<file path="config.mk">
export PLATFORM = sky130hd
export DESIGN_NAME = pe_loop_sequencer
export DESIGN_NICKNAME = d
export VERILOG_FILES = /design/src/rtl/scnn_cntl_pkg.sv /design/src/rtl/pe_loop_counter.sv /design/src/rtl/pe_loop_sequencer.sv
export SDC_FILE = /design/constraint.sdc
export NUM_CORES = 1
export LEC_CHECK = 0
export CAP_MARGIN = 40
export CORE_ASPECT_RATIO = 1.5
export CORE_MARGIN = 5
export CORE_UTILIZATION = 54
export CTS_BUF_LIST = sky130_fd_sc_hd__clkbuf_8
export DETAILED_ROUTE_END_ITERATION = 12
export PLACE_DENSITY = 0.89
export REMOVE_ABC_BUFFERS = 1
export SLEW_MARGIN = 25
export SYNTH_ARGS = -nofsm -noshare
export SYNTH_HDL_FRONTEND = slang
export SYNTH_SLANG_ARGS = --single-unit
</file>
<file path="constraint.sdc">
create_clock -name clk -period 3.77 [get_ports clk]
set_input_delay 0.9425 -clock clk [delete_from_list [all_inputs] [get_ports clk]]
set_output_delay 0.9425 -clock clk [all_outputs]
set_load 0.005 [all_outputs]
</file>
<file path="src/rtl/scnn_cntl_pkg.sv">
// Shared control types for the SCNN PE sequencer: FSM states, flow selection and request record.
package scnn_cntl_pkg;

  typedef enum logic [2:0] {
    IDLE,
    LOAD,
    STREAM,
    EXEC,
    DRAIN,
    PPU,
    DONE
  } seq_state_e;

  typedef enum logic {
    DENSE  = 1'b0,
    SPARSE = 1'b1
  } flow_e;

  localparam int unsigned REQ_LAYER_W = 8;
  localparam int unsigned REQ_K_W     = 16;
  localparam int unsigned REQ_C_W     = 16;
  localparam int unsigned REQ_PE_W    = 8;

  typedef struct packed {
    logic                   valid;
    logic [REQ_LAYER_W-1:0] layer;
    logic [REQ_K_W-1:0]     k;
    logic [REQ_C_W-1:0]     c;
    logic [REQ_PE_W-1:0]    pe_id;
  } seq_req_t;

  function automatic int unsigned clog2_min1(input int unsigned n);
    return (n > 1) ? $clog2(n) : 1;
  endfunction

endpackage

</file>
<file path="src/rtl/pe_loop_counter.sv">
// Loop index counter: counts 0..bound-1 (a bound of 0 behaves as 1); wrap marks the terminal value.
module pe_loop_counter #(
  parameter int unsigned W = 8
) (
  input  logic         clk,
  input  logic         rst,
  input  logic         clr,
  input  logic         inc,
  input  logic [W-1:0] bound,
  output logic [W-1:0] cnt,
  output logic         wrap
);

  logic [W-1:0] cnt_q, cnt_d, term;

  always_comb begin
    term  = (bound == '0) ? '0 : bound - W'(1);
    wrap  = (cnt_q == term);
    cnt_d = cnt_q;
    if (clr) begin
      cnt_d = '0;
    end else if (inc) begin
      cnt_d = wrap ? '0 : cnt_q + W'(1);
    end
  end

  always_ff @(posedge clk) begin
    if (rst) cnt_q <= '0;
    else     cnt_q <= cnt_d;
  end

  assign cnt = cnt_q;

endmodule

</file>
<file path="src/rtl/pe_loop_sequencer.sv">
// Per-PE k/c/a/w loop-nest sequencer with stream requests, compute beats and PPU handoff.
// Optional cycle counters enabled by defining PE_LOOP_PERF_EN.
module pe_loop_sequencer
  import scnn_cntl_pkg::*;
#(
  parameter int unsigned PE_ID      = 0,
  parameter int unsigned NUM_LAYERS = 4,
  parameter int unsigned K_W        = 6,
  parameter int unsigned C_W        = 8,
  parameter int unsigned A_W        = 10,
  parameter int unsigned W_W        = 6,
  parameter int unsigned DRAIN_CYC  = 4
) (
  input  logic                                clk,
  input  logic                                rst,
  input  logic                                start,
  input  logic [K_W-1:0]                      cfg_k_bound,
  input  logic [C_W-1:0]                      cfg_c_bound,
  input  logic [A_W-1:0]                      cfg_a_bound,
  input  logic [W_W-1:0]                      cfg_w_bound,
  input  logic                                ppu_data_flow,
  input  logic [A_W-1:0]                      ppu_num_compr,
  output logic                                req_filter_valid,
  output logic                                req_input_valid,
  output logic [clog2_min1(NUM_LAYERS)-1:0]   req_layer,
  output logic [K_W-1:0]                      req_k,
  output logic [C_W-1:0]                      req_c,
  output logic [$clog2(PE_ID+2)-1:0]          req_pe_id,
  input  logic                                filter_finish,
  input  logic                                input_finish,
  output logic                                beat_valid,
  input  logic                                beat_ready,
  output logic [A_W-1:0]                      beat_a,
  output logic [W_W-1:0]                      beat_w,
  output logic                                beat_last,
  output logic                                ppu_start,
  input  logic                                ppu_done,
  output logic                                busy,
  output logic                                run_done
`ifdef PE_LOOP_PERF_EN
  ,
  output logic [31:0]                         perf_stall_cyc,
  output logic [31:0]                         perf_stream_cyc
`endif
);

  localparam int unsigned LW  = clog2_min1(NUM_LAYERS);
  localparam int unsigned DW  = clog2_min1(DRAIN_CYC);
  localparam int unsigned PW  = $clog2(PE_ID + 2);
  localparam logic [LW-1:0] LAST_LAYER = LW'(NUM_LAYERS - 1);
  localparam logic [DW-1:0] DRAIN_LAST = (DRAIN_CYC > 1) ? DW'(DRAIN_CYC - 1) : '0;

  seq_state_e     state_q, state_d;
  logic [LW-1:0]  layer_q, layer_d;
  logic [K_W-1:0] k_bound_q, k_bound_d;
  logic [C_W-1:0] c_bound_q, c_bound_d;
  logic [A_W-1:0] a_bound_q, a_bound_d;
  logic [W_W-1:0] w_bound_q, w_bound_d;
  logic [DW-1:0]  drain_q, drain_d;
  logic           filt_seen_q, filt_seen_d;
  logic           inp_seen_q, inp_seen_d;
  logic           ppu_issued_q, ppu_issued_d;
  flow_e          flow;

  logic           cnt_clr, k_inc, c_inc, a_inc, w_inc;
  logic [K_W-1:0] k_cnt;
  logic [C_W-1:0] c_cnt;
  logic [A_W-1:0] a_cnt;
  logic [W_W-1:0] w_cnt;
  logic           k_wrap, c_wrap, a_wrap, w_wrap;
  logic           need_inp;

  pe_loop_counter #(.W(K_W)) u_k (.clk(clk), .rst(rst), .clr(cnt_clr), .inc(k_inc), .bound(k_bound_q), .cnt(k_cnt), .wrap(k_wrap));
  pe_loop_counter #(.W(C_W)) u_c (.clk(clk), .rst(rst), .clr(cnt_clr), .inc(c_inc), .bound(c_bound_q), .cnt(c_cnt), .wrap(c_wrap));
  pe_loop_counter #(.W(A_W)) u_a (.clk(clk), .rst(rst), .clr(cnt_clr), .inc(a_inc), .bound(a_bound_q), .cnt(a_cnt), .wrap(a_wrap));
  pe_loop_counter #(.W(W_W)) u_w (.clk(clk), .rst(rst), .clr(cnt_clr), .inc(w_inc), .bound(w_bound_q), .cnt(w_cnt), .wrap(w_wrap));

  // The input stream is fetched once per run, on the very first (k,c) pass of layer 0.
  assign need_inp = (layer_q == '0) && (k_cnt == '0) && (c_cnt == '0);

  always_comb begin
    state_d          = state_q;
    layer_d          = layer_q;
    k_bound_d        = k_bound_q;
    c_bound_d        = c_bound_q;
    a_bound_d        = a_bound_q;
    w_bound_d        = w_bound_q;
    drain_d          = drain_q;
    filt_seen_d      = 1'b0;
    inp_seen_d       = 1'b0;
    ppu_issued_d     = 1'b0;
    flow             = DENSE;
    cnt_clr          = 1'b0;
    k_inc            = 1'b0;
    c_inc            = 1'b0;
    a_inc            = 1'b0;
    w_inc            = 1'b0;
    req_filter_valid = 1'b0;
    req_input_valid  = 1'b0;
    beat_valid       = 1'b0;
    beat_last        = 1'b0;
    ppu_start        = 1'b0;
    run_done         = 1'b0;

    unique case (state_q)
      IDLE: begin
        if (start) begin
          state_d = LOAD;
          layer_d = '0;
          cnt_clr = 1'b1;
        end
      end
      LOAD: begin
        flow      = ((layer_q != '0) && ppu_data_flow) ? SPARSE : DENSE;
        k_bound_d = cfg_k_bound;
        c_bound_d = cfg_c_bound;
        a_bound_d = (flow == SPARSE) ? ppu_num_compr : cfg_a_bound;
        w_bound_d = cfg_w_bound;
        state_d   = STREAM;
      end
      STREAM: begin
        req_filter_valid = !filt_seen_q;
        req_input_valid  = need_inp && !inp_seen_q;
        filt_seen_d      = filt_seen_q | filter_finish;
        inp_seen_d       = inp_seen_q | input_finish;
        if (filt_seen_d && (inp_seen_d || !need_inp)) begin
          state_d     = EXEC;
          filt_seen_d = 1'b0;
          inp_seen_d  = 1'b0;
        end
      end
      EXEC: begin
        beat_valid = 1'b1;
        beat_last  = a_wrap && w_wrap;
        if (beat_ready) begin
          w_inc = 1'b1;
          a_inc = w_wrap;
          if (beat_last) begin
            state_d = DRAIN;
            drain_d = '0;
          end
        end
      end
      DRAIN: begin
        if (drain_q == DRAIN_LAST) begin
          c_inc   = 1'b1;
          k_inc   = c_wrap;
          state_d = (c_wrap && k_wrap) ? PPU : STREAM;
        end else begin
          drain_d = drain_q + DW'(1);
        end
      end
      PPU: begin
        ppu_start    = !ppu_issued_q;
        ppu_issued_d = 1'b1;
        if (ppu_done) begin
          ppu_issued_d = 1'b0;
          if (layer_q == LAST_LAYER) begin
            state_d = DONE;
          end else begin
            layer_d = layer_q + LW'(1);
            state_d = LOAD;
          end
        end
      end
      DONE: begin
        run_done = 1'b1;
        layer_d  = '0;
        state_d  = IDLE;
      end
      default: state_d = IDLE;
    endcase
  end

  always_ff @(posedge clk) begin
    if (rst) begin
      state_q      <= IDLE;
      layer_q      <= '0;
      k_bound_q    <= '0;
      c_bound_q    <= '0;
      a_bound_q    <= '0;
      w_bound_q    <= '0;
      drain_q      <= '0;
      filt_seen_q  <= 1'b0;
      inp_seen_q   <= 1'b0;
      ppu_issued_q <= 1'b0;
    end else begin
      state_q      <= state_d;
      layer_q      <= layer_d;
      k_bound_q    <= k_bound_d;
      c_bound_q    <= c_bound_d;
      a_bound_q    <= a_bound_d;
      w_bound_q    <= w_bound_d;
      drain_q      <= drain_d;
      filt_seen_q  <= filt_seen_d;
      inp_seen_q   <= inp_seen_d;
      ppu_issued_q <= ppu_issued_d;
    end
  end

  assign req_layer = layer_q;
  assign req_k     = k_cnt;
  assign req_c     = c_cnt;
  assign req_pe_id = PW'(PE_ID);
  assign beat_a    = a_cnt;
  assign beat_w    = w_cnt;
  assign busy      = (state_q != IDLE);

`ifdef PE_LOOP_PERF_EN
  logic [31:0] stall_q, stall_d, strm_q, strm_d;

  always_comb begin
    stall_d = stall_q;
    strm_d  = strm_q;
    if (cnt_clr) begin
      stall_d = '0;
      strm_d  = '0;
    end else begin
      if (beat_valid && !beat_ready && (stall_q != '1)) stall_d = stall_q + 32'd1;
      if ((state_q == STREAM) && (strm_q != '1))        strm_d  = strm_q + 32'd1;
    end
  end

  always_ff @(posedge clk) begin
    if (rst) begin
      stall_q <= '0;
      strm_q  <= '0;
    end else begin
      stall_q <= stall_d;
      strm_q  <= strm_d;
    end
  end

  assign perf_stall_cyc  = stall_q;
  assign perf_stream_cyc = strm_q;
`endif

endmodule

</file>
==> results.json, run 1 <==
{
  "die_w_um": 84.2,
  "path_max_fanout": 8,
  "rsz0062_at_grt": "false",
  "grt_max_degree": 38,
  "cts_max_path_buffers": 2,
  "synth_ff_type": "dfxtp_1",
  "clock_latency_ns": 0.36,
  "fp.dieH_um": 121,
  "postSynth.asyncResetShare": 0,
  "first_global_vias": 4435,
  "hp-start": "drain_q[1]",
  "r2r_cells": 10,
  "final_common_cell": "clkdlybuf4s50_1",
  "drv_cap": 0,
  "drt_iter0_markers": 218,
  "place_ws_ns": -0.0542,
  "vias_per_cell": 5.97,
  "grt_first_pass_wirelength_mm": 20.0,
  "cp-endpoint": "beat_last",
  "synth_cells": 565,
  "drive_gt1_frac": 0.0840,
  "overflow": 0,
  "netlist_area_um2": 4450,
  "routed-via-count": 4468,
  "routed_wl_mm": 12.0,
  "root_buffer": "clkbuf_8",
  "synth_edf_count": 0,
  "pwr-share-comb": 0.540,
  "relSlewSlack": 0.514,
  "p_clk_frac": 0.166,
  "place_congestion": 0.916,
  "setup_slack_ns": 0.146,
  "leakagePower_nw": 2.18,
  "whs_ns": 0.483,
  "worst_pin_slew_ns": 0.728,
  "ys.warnings.count": 0,
  "placed_cell_area_um2": 5370,
  "yosysTopAreaCell": "dfxtp_1",
  "final_cell_area_um2": 5670,
  "core-area_um2": 8060,
  "status": "complete, no violations",
  "postCtsHoldBufs": 0,
  "final_antenna_net_count": 0,
  "worstSetupPathType": "reg -> out",
  "worstSetupEndpointType": "output pin",
  "layout_common_cells": "clkdlybuf4s50_1 (85), dfxtp_1 (68), nand2_1 (65)",
  "antenna_found_initial": 0,
  "nNetsFinal": 701,
  "die_area_um2": 10200,
  "dp_hpwl_mm": 8.91,
  "period_share": 0.961,
  "grt_usage": 0.239,
  "fillers": 626,
  "synth.area.top_cells": "dfxtp_1 (31%), nand2_1 (5.5%), nor2_1 (5.1%), xor2_1 (4.9%), mux2i_1 (3.8%)",
  "seqPwrFrac": 0.294,
  "pin_count": 88,
  "cts_tree": "built",
  "finalClockSkew_ns": 0.00477,
  "powerDensity_nw_per_um2": 641,
  "min_path_type": "reg -> reg",
  "cts_made_buffers": 9,
  "r2r-end": "u_k.cnt[4]",
  "drv_slew": 0,
  "reg2reg_slack_ns": 0.66,
  "swShare": 0.413,
  "crit_required_ns": 2.83,
  "drt_drc_violations_left": 0,
  "setup.worst_path.start": "a_bound_q[4]",
  "vdd_ir_drop_max_v": 0.000376,
  "dr.pass1.iters": 5,
  "port_buffers": 86,
  "wire_per_inst_um": 16.1,
  "cts.clk_slew.worst_paths_ns": 0.07,
  "cp.arrival_ns": 2.68,
  "htree_levels": 3,
  "avgSynthCellArea_um2": 7.88,
  "fin_crit_ns": 3.62,
  "ys_ff_latch": 70,
  "initial_utilization": 0.553,
  "hold_violations": 0,
  "yosysTopAreaCellShare": 0.315,
  "clkSinkCount": 70,
  "max_freq_mhz": 276,
  "r2r-start": "c_bound_q[0]",
  "rows": 40,
  "synthToLayoutAreaGrowth_pct": 27.4,
  "yosysUniqueCellTypes": 67,
  "switchingPower_mw": 1.50,
  "power.internal_mw": 2.14,
  "cp-start-kind": "flop",
  "ys_seq_area_frac": 0.315,
  "setup_violations": 0,
  "final_util": 0.704,
  "diodes": 0
}
[synth_stat cells, drive strengths merged (11+ instances only)]
cell type,number
nand2,65
o21ai,13
nor4,13
dfxtp,70
nor2,60
nand4,11
mux2i,17
nand3,17
xor2,25
xnor2,19
nor3,18
a211oi,12
a21oi,33
ha,13
clkbuf,27
inv,21
[cell families (layout without fill, tap and decap cells)]
logic type,Yosys count,in the layout,synth area share
muxes,18,18,0.0407
and+or+nand+nor,254,254,0.294
xor gates and xnor gates,45,45,0.0916
buffers and inverters,51,129,0.0455
adders and majority gates,13,13,0.0365
other,1,1,0.000842
DFF,70,70,0.315
AOI/OAI and AO/OA,113,113,0.176
[layout make-up]
class                           count  area [um2]  area share
Clock buffer                       11         151      0.0267
Clock inverter                      3        37.5     0.00662
Inverter                           21        78.8      0.0139
Multi-Input combinational cell    444        2950       0.520
Sequential cell                    70        1410       0.248
Tap cell                          105         131      0.0232
Timing Repair Buffer               94         916       0.161
[critical path, cell delays in order, from the launching register on]
cell      delay (ns)
dfxtp_1         0.41
nor4_1          0.51
a21oi_1         0.17
o21ai_0         0.20
a32oi_1         0.13
nor4b_2         0.37
and3b_1         0.24
and3_4          0.19
clkbuf_2        0.11
[how the worst min path moves through the flow]
stage | end | slack [ns] | cells after the start
global placement | drain_q[1] | 0.46 | 2
detailed placement | drain_q[1] | 0.48 | 2
global route | drain_q[1] | 0.51 | 2
CTS | drain_q[1] | 0.49 | 2
finish | drain_q[1] | 0.48 | 2
floorplan | drain_q[1] | 0.45 | 2
[registers in the layout, indices dropped and copies added, names as in the netlist, 2 cells and up]
register / count
drain_q: 2
u_w.cnt: 6
k_bound_q: 6
u_a.cnt: 10
c_bound_q: 8
w_bound_q: 6
a_bound_q: 10
u_c.cnt: 8
req_layer: 2
state_q: 3
u_k.cnt: 6
[power groups by stage]
stage	clock (mW)	sequential [mW]	combinational, mW
2_1_floorplan	0	1.01	1.31
3_3_place_gp	0	1.05	1.66
3_5_place_dp	0	1.06	1.74
4_1_cts	0.609	1.06	1.88
5_1_grt	0.641	1.09	2.15
6_report	0.602	1.07	1.96
[per-stage QoR]
stage	power, mW	cells	TNS (ns)
after global placement	2.71	732	0
after CTS	3.55	747	0
after floorplan	2.33	535	0
final	3.64	748	0
after detailed placement	2.80	732	-0.0542
after global routing	3.89	748	0
[routing by layer]
| metal | GRT usage | wire length, um | vias to the layer above |
|---|---|---|---|
| met5 | 0 | 0 | - |
| met4 | 0.126 | 452 | 0 |
| met3 | 0.0503 | 680 | 34 |
| met2 | 0.430 | 6220 | 162 |
| met1 | 0.259 | 4670 | 2089 |
| li1 | - | - | 2183 |
[repair_timing]
| item | CTS | global route |
|---|---|---|
| setup buffers | 1 | 1 |
| setup endpoints to repair | 1 | 1 |
| pin swaps | 2 | 3 |
| resized for setup | 16 | 11 |
(Power assumes the default switching activity.)
==> run 2: changes to the inputs <==
--- a/config.mk
+++ b/config.mk
@@ -7,7 +7,6 @@
 export LEC_CHECK = 0
 export CAP_MARGIN = 40
 export CORE_ASPECT_RATIO = 1.5
-export CORE_MARGIN = 5
 export CORE_UTILIZATION = 54
 export CTS_BUF_LIST = sky130_fd_sc_hd__clkbuf_8
 export DETAILED_ROUTE_END_ITERATION = 12
==> results.json, run 2 (synthesized netlist as in run 1, its figures left out) <==
{
  "final_common_cell": "clkdlybuf4s50_1",
  "worstSetupEndpointType": "output pin",
  "final_antenna_net_count": 0,
  "powerDensity_nw_per_um2": 664,
  "cp.arrival_ns": 2.83,
  "worstSetupPathType": "reg -> out",
  "place_ws_ns": -0.0699,
  "layout_common_cells": "clkdlybuf4s50_1 (85), dfxtp_1 (68), nand2_1 (65)",
  "diodes": 0,
  "vias_per_cell": 6.19,
  "synthToLayoutAreaGrowth_pct": 27.7,
  "max_stage_delay_ns": 0.55,
  "cts_max_path_buffers": 2,
  "path_max_fanout": 4,
  "overflow": 0,
  "worst_path_max_delay_cell": "or4_4",
  "drv_cap": 0,
  "cp-start-kind": "flop",
  "finalClockSkew_ns": 0.00720,
  "fp.dieH_um": 113,
  "root_buffer": "clkbuf_8",
  "pin_count": 88,
  "hold_violations": 0,
  "finalSetupTns_ns": -0.00190,
  "crit_required_ns": 2.83,
  "max_freq_mhz": 265,
  "grt_max_degree": 38,
  "nNetsFinal": 702,
  "relSlewSlack": 0.465,
  "period_share": 1.00,
  "min_path_type": "reg -> reg",
  "antenna_found_initial": 0,
  "drt_iter0_markers": 254,
  "setup_violations": 1,
  "dp_cells": 732,
  "grt_usage": 0.293,
  "cts.clk_slew.worst_paths_ns": 0.07,
  "place_congestion": 0.886,
  "port_buffers": 86,
  "rows": 40,
  "setup_slack_ns": -0.00190,
  "grt_first_pass_wirelength_mm": 20.5,
  "leakagePower_nw": 2.19,
  "routed_wl_mm": 12.5,
  "drv_slew": 0,
  "clkSinkCount": 70,
  "wire_per_inst_um": 16.7,
  "drt_drc_violations_left": 0,
  "die_w_um": 76.2,
  "cts_made_buffers": 9,
  "fin_crit_ns": 3.77,
  "final_cells": 750,
  "dr.pass1.iters": 5,
  "fillers": 627,
  "dp_hpwl_mm": 8.73,
  "first_global_vias": 4507,
  "clock_latency_ns": 0.37,
  "die_area_um2": 8620,
  "status": "complete, but fails checks",
  "whs_path_depth": 2,
  "htree_levels": 3,
  "drive_gt1_frac": 0.0837,
  "cts_tree": "built",
  "violations": "negative setup slack",
  "worst_pin_slew_ns": 0.802,
  "critical_path.cell_chain": "or4_4 > nor3_1 > xnor2_1 > o21ai_0 > nor4b_2 > and3b_1 > and3_1 > dlygate4sd2_1",
  "r2r_cells": 9,
  "routed-via-count": 4643,
  "initial_utilization": 0.556,
  "postCtsHoldBufs": 0,
  "vdd_ir_drop_max_v": 0.000479,
  "core-area_um2": 8010
}
[run 2: cell types whose count changed in the layout (fill, tap and decap cells not counted), sizes merged]
cell,before,now
clkbuf,12,9
buf,8,9
inv,23,22
dlygate4sd2,0,1
bufinv,1,2
clkinv,0,3
[run 2: layout make-up]
type	instances	area, um2	area share
Clock buffer	9	124	0.0218
Clock inverter	6	78.8	0.0139
Inverter	21	78.8	0.0139
Multi-Input combinational cell	444	2940	0.517
Sequential cell	70	1410	0.247
Tap cell	105	131	0.0231
Timing Repair Buffer	95	931	0.164
[run 2: what timing repair did]
action | 4_1_cts | 5_1_grt
gates cloned | 0 | 0
endpoints found under the setup margin | 1 | 1
gates resized for setup | 7 | 17
setup buffers | 2 | 1
pin swaps | 2 | 3
[run 2: final timing paths]
kind	slack, ns	to	start
min	0.50	drain_q[1]	drain_q[1]
max reg2reg	0.62	drain_q[1]	w_bound_q[0]
min reg2reg	0.50	drain_q[1]	drain_q[1]
max	-0.002	beat_last	a_bound_q[1]
[run 2: metal layers]
| metal | part of all wire | global-route usage | up-vias |
|---|---|---|---|
| met5 | 0 | 0 | - |
| met3 | 0.060 | 0.0556 | 66 |
| li1 | - | - | 2187 |
| met4 | 0.049 | 0.182 | 0 |
| met1 | 0.38 | 0.310 | 2183 |
| met2 | 0.51 | 0.535 | 207 |
[run 2: critical path: cells and delay by family (launching register included)]
kind	cells	cell delay [ns]
and+or+nand+nor	5	1.48
DFF	1	0.34
AOI/OAI and AO/OA	1	0.26
buffers and inverters	1	0.25
xor gates and xnor gates	1	0.13
[run 2: power breakdown]
| part | switching (mW) | internal [mW] |
|---|---|---|
| registers | 0.222 | 0.859 |
| clock network | 0.292 | 0.363 |
| logic | 1.08 | 0.956 |
[run 2: through the flow]
step                      hold WS (ns)   util  power (mW)  cell area, um2
after CTS                        0.489  0.701        3.56            5620
after floorplan                  0.448      -        2.33            4330
final                            0.496  0.710        3.78            5690
after detailed placement         0.477  0.671        2.82            5370
after global placement           0.460  0.671        2.71            5370
after global routing             0.514  0.710        4.00            5690
==> run 3: changes to the inputs <==
--- a/config.mk
+++ b/config.mk
@@ -7,10 +7,11 @@
 export LEC_CHECK = 0
 export CAP_MARGIN = 40
 export CORE_ASPECT_RATIO = 1.5
-export CORE_UTILIZATION = 54
+export CORE_UTILIZATION = 55
 export CTS_BUF_LIST = sky130_fd_sc_hd__clkbuf_8
 export DETAILED_ROUTE_END_ITERATION = 12
-export PLACE_DENSITY = 0.89
+export DONT_BUFFER_PORTS = 1
+export PLACE_DENSITY = 0.76
 export REMOVE_ABC_BUFFERS = 1
 export SLEW_MARGIN = 25
 export SYNTH_ARGS = -nofsm -noshare
==> results.json, run 3 (synthesized netlist as in run 1, its figures left out) <==
{
  "status": "complete, no violations",
  "finalClockSkew_ns": 0.0117,
  "period_share": 0.971,
  "min_path_type": "reg -> reg",
  "diodes": 0,
  "rows": 39,
  "grt_first_pass_wirelength_mm": 17.4,
  "setup_slack_ns": 0.109,
  "vias_per_cell": 6.19,
  "final_cell_area_um2": 4740,
  "p_clk_frac": 0.198,
  "leakagePower_nw": 1.83,
  "pin_count": 88,
  "rsz0062_at_grt": "false",
  "initial_utilization": 0.578,
  "place_ws_ns": 0.395,
  "drv_slew": 0,
  "drive_gt1_frac": 0.0723,
  "worstSetupPathType": "reg -> out",
  "cts.clk_slew.worst_paths_ns": 0.08,
  "swShare": 0.420,
  "critical_path.cell_chain": "or4_4 > or2_2 > and2_1 > a221oi_1 > o211a_1 > and3b_1 > and3_1",
  "power.internal_mw": 2.01,
  "worstSetupEndpointType": "output pin",
  "placed_cell_area_um2": 4480,
  "place_congestion": 0.865,
  "crit_required_ns": 2.83,
  "cts_tree": "built",
  "routed_wl_mm": 10.8,
  "die_w_um": 75.5,
  "wire_per_inst_um": 16.5,
  "max_stage_delay_ns": 0.58,
  "core-area_um2": 7710,
  "drt_iter0_markers": 203,
  "clkSinkCount": 70,
  "worst_pin_slew_ns": 0.788,
  "drv_cap": 0,
  "root_buffer": "clkbuf_8",
  "synthToLayoutAreaGrowth_pct": 6.49,
  "cts_max_path_buffers": 2,
  "layout_common_cells": "dfxtp_1 (69), nand2_1 (65), nor2_1 (58)",
  "vdd_ir_drop_max_v": 0.000533,
  "pwr-share-comb": 0.493,
  "cp.arrival_ns": 2.72,
  "postCtsHoldBufs": 0,
  "first_global_vias": 3782,
  "top_layer": "met4",
  "final_cells": 655,
  "nNetsFinal": 610,
  "worst_path_max_delay_cell": "or4_4",
  "cp_top_family": "simple AND/OR/NAND/NOR gates",
  "post_cts_buffers": 0,
  "relSlewSlack": 0.474,
  "port_buffers": 0,
  "switchingPower_mw": 1.46,
  "dp_hpwl_mm": 7.70,
  "final_antenna_net_count": 0,
  "grt_max_degree": 41,
  "htree_levels": 3,
  "fp.dieH_um": 112,
  "path_max_fanout": 6,
  "path_buf_inv": 0,
  "clock_latency_ns": 0.36,
  "overflow": 0,
  "dp_cells": 639,
  "wl_met1_mm": 4.19,
  "powerDensity_nw_per_um2": 733,
  "hold_violations": 0,
  "setup_violations": 0,
  "cp-start-kind": "flop",
  "routed-via-count": 4056,
  "dr.pass1.iters": 5,
  "seqPwrFrac": 0.309,
  "fin_crit_ns": 3.66,
  "max_freq_mhz": 273,
  "grt_usage": 0.265,
  "final_common_cell": "dfxtp_1",
  "antenna_found_initial": 0,
  "finalSetupTns_ns": 0,
  "cts_made_buffers": 9,
  "die_area_um2": 8470,
  "met2WireLength_mm": 5.75,
  "route.met3.wl_um": 679,
  "drt_drc_violations_left": 0
}
-- run 3: cell count changes in the layout (fill, tap and decap cells not counted), moves of 2 or more --
| cell | delta |
|---|---|
| clkdlybuf4s50_1 | -85 |
| buf_4 | -6 |
| clkbuf_8 | +2 |
| nor3b_2 | +2 |
-- run 3: final timing paths --
| check | from | to | slack, ns | cells after the start |
|---|---|---|---|---|
| worst max-delay path | a_bound_q[0] | beat_last | 0.11 | 7 |
| worst min-delay path | drain_q[1] | drain_q[1] | 0.48 | 2 |
| worst max register to register | c_bound_q[0] | u_k.cnt[4] | 0.61 | 10 |
| worst min register to register | drain_q[1] | drain_q[1] | 0.48 | 2 |
-- run 3: through the flow --
step / hold WS, ns / util / total power, mW
6_report: 0.480 / 0.615 / 3.48
5_1_grt: 0.515 / 0.615 / 3.72
4_1_cts: 0.487 / 0.610 / 3.39
3_5_place_dp: 0.472 / 0.580 / 2.67
3_3_place_gp: 0.460 / 0.580 / 2.61
2_1_floorplan: 0.448 / - / 2.33
-- run 3: power groups by stage --
stage | registers, mW | clock network [mW] | logic (mW)
2_1_floorplan | 1.01 | 0 | 1.31
3_3_place_gp | 1.06 | 0 | 1.55
3_5_place_dp | 1.07 | 0 | 1.60
4_1_cts | 1.06 | 0.698 | 1.63
5_1_grt | 1.10 | 0.725 | 1.90
6_report | 1.07 | 0.688 | 1.71
-- run 3: per-layer routing --
layer / global-route usage / vias up
met3: 0.0763 / 22
met1: 0.280 / 1910
met4: 0.107 / 0
li1: - / 2004
met5: 0 / -
met2: 0.473 / 120
-- run 3: final cells by class --
cell class | instances | area (um2)
clock buffer | 11 | 151
sequential | 70 | 1400
clock inverter | 4 | 70.1
tap | 102 | 128
timing repair buffer | 2 | 15.0
multi-input combinational | 445 | 2900
inverter | 21 | 78.8
fill | 740 | 2970
-- run 3: tightest hold or removal path, delay by kind of cell, from the launching register on --
| family | cells | cell delay (ns) |
|---|---|---|
| flops | 1 | 0.32 |
| compound gates | 1 | 0.07 |
| simple gates | 1 | 0.05 |
-- run 3: timing repair --
action                                  in CTS  in global routing
endpoints found under the setup margin       1                  1
hold endpoints to repair                     0                  0
cloned                                       0                  1
gates resized for setup                      1                  7
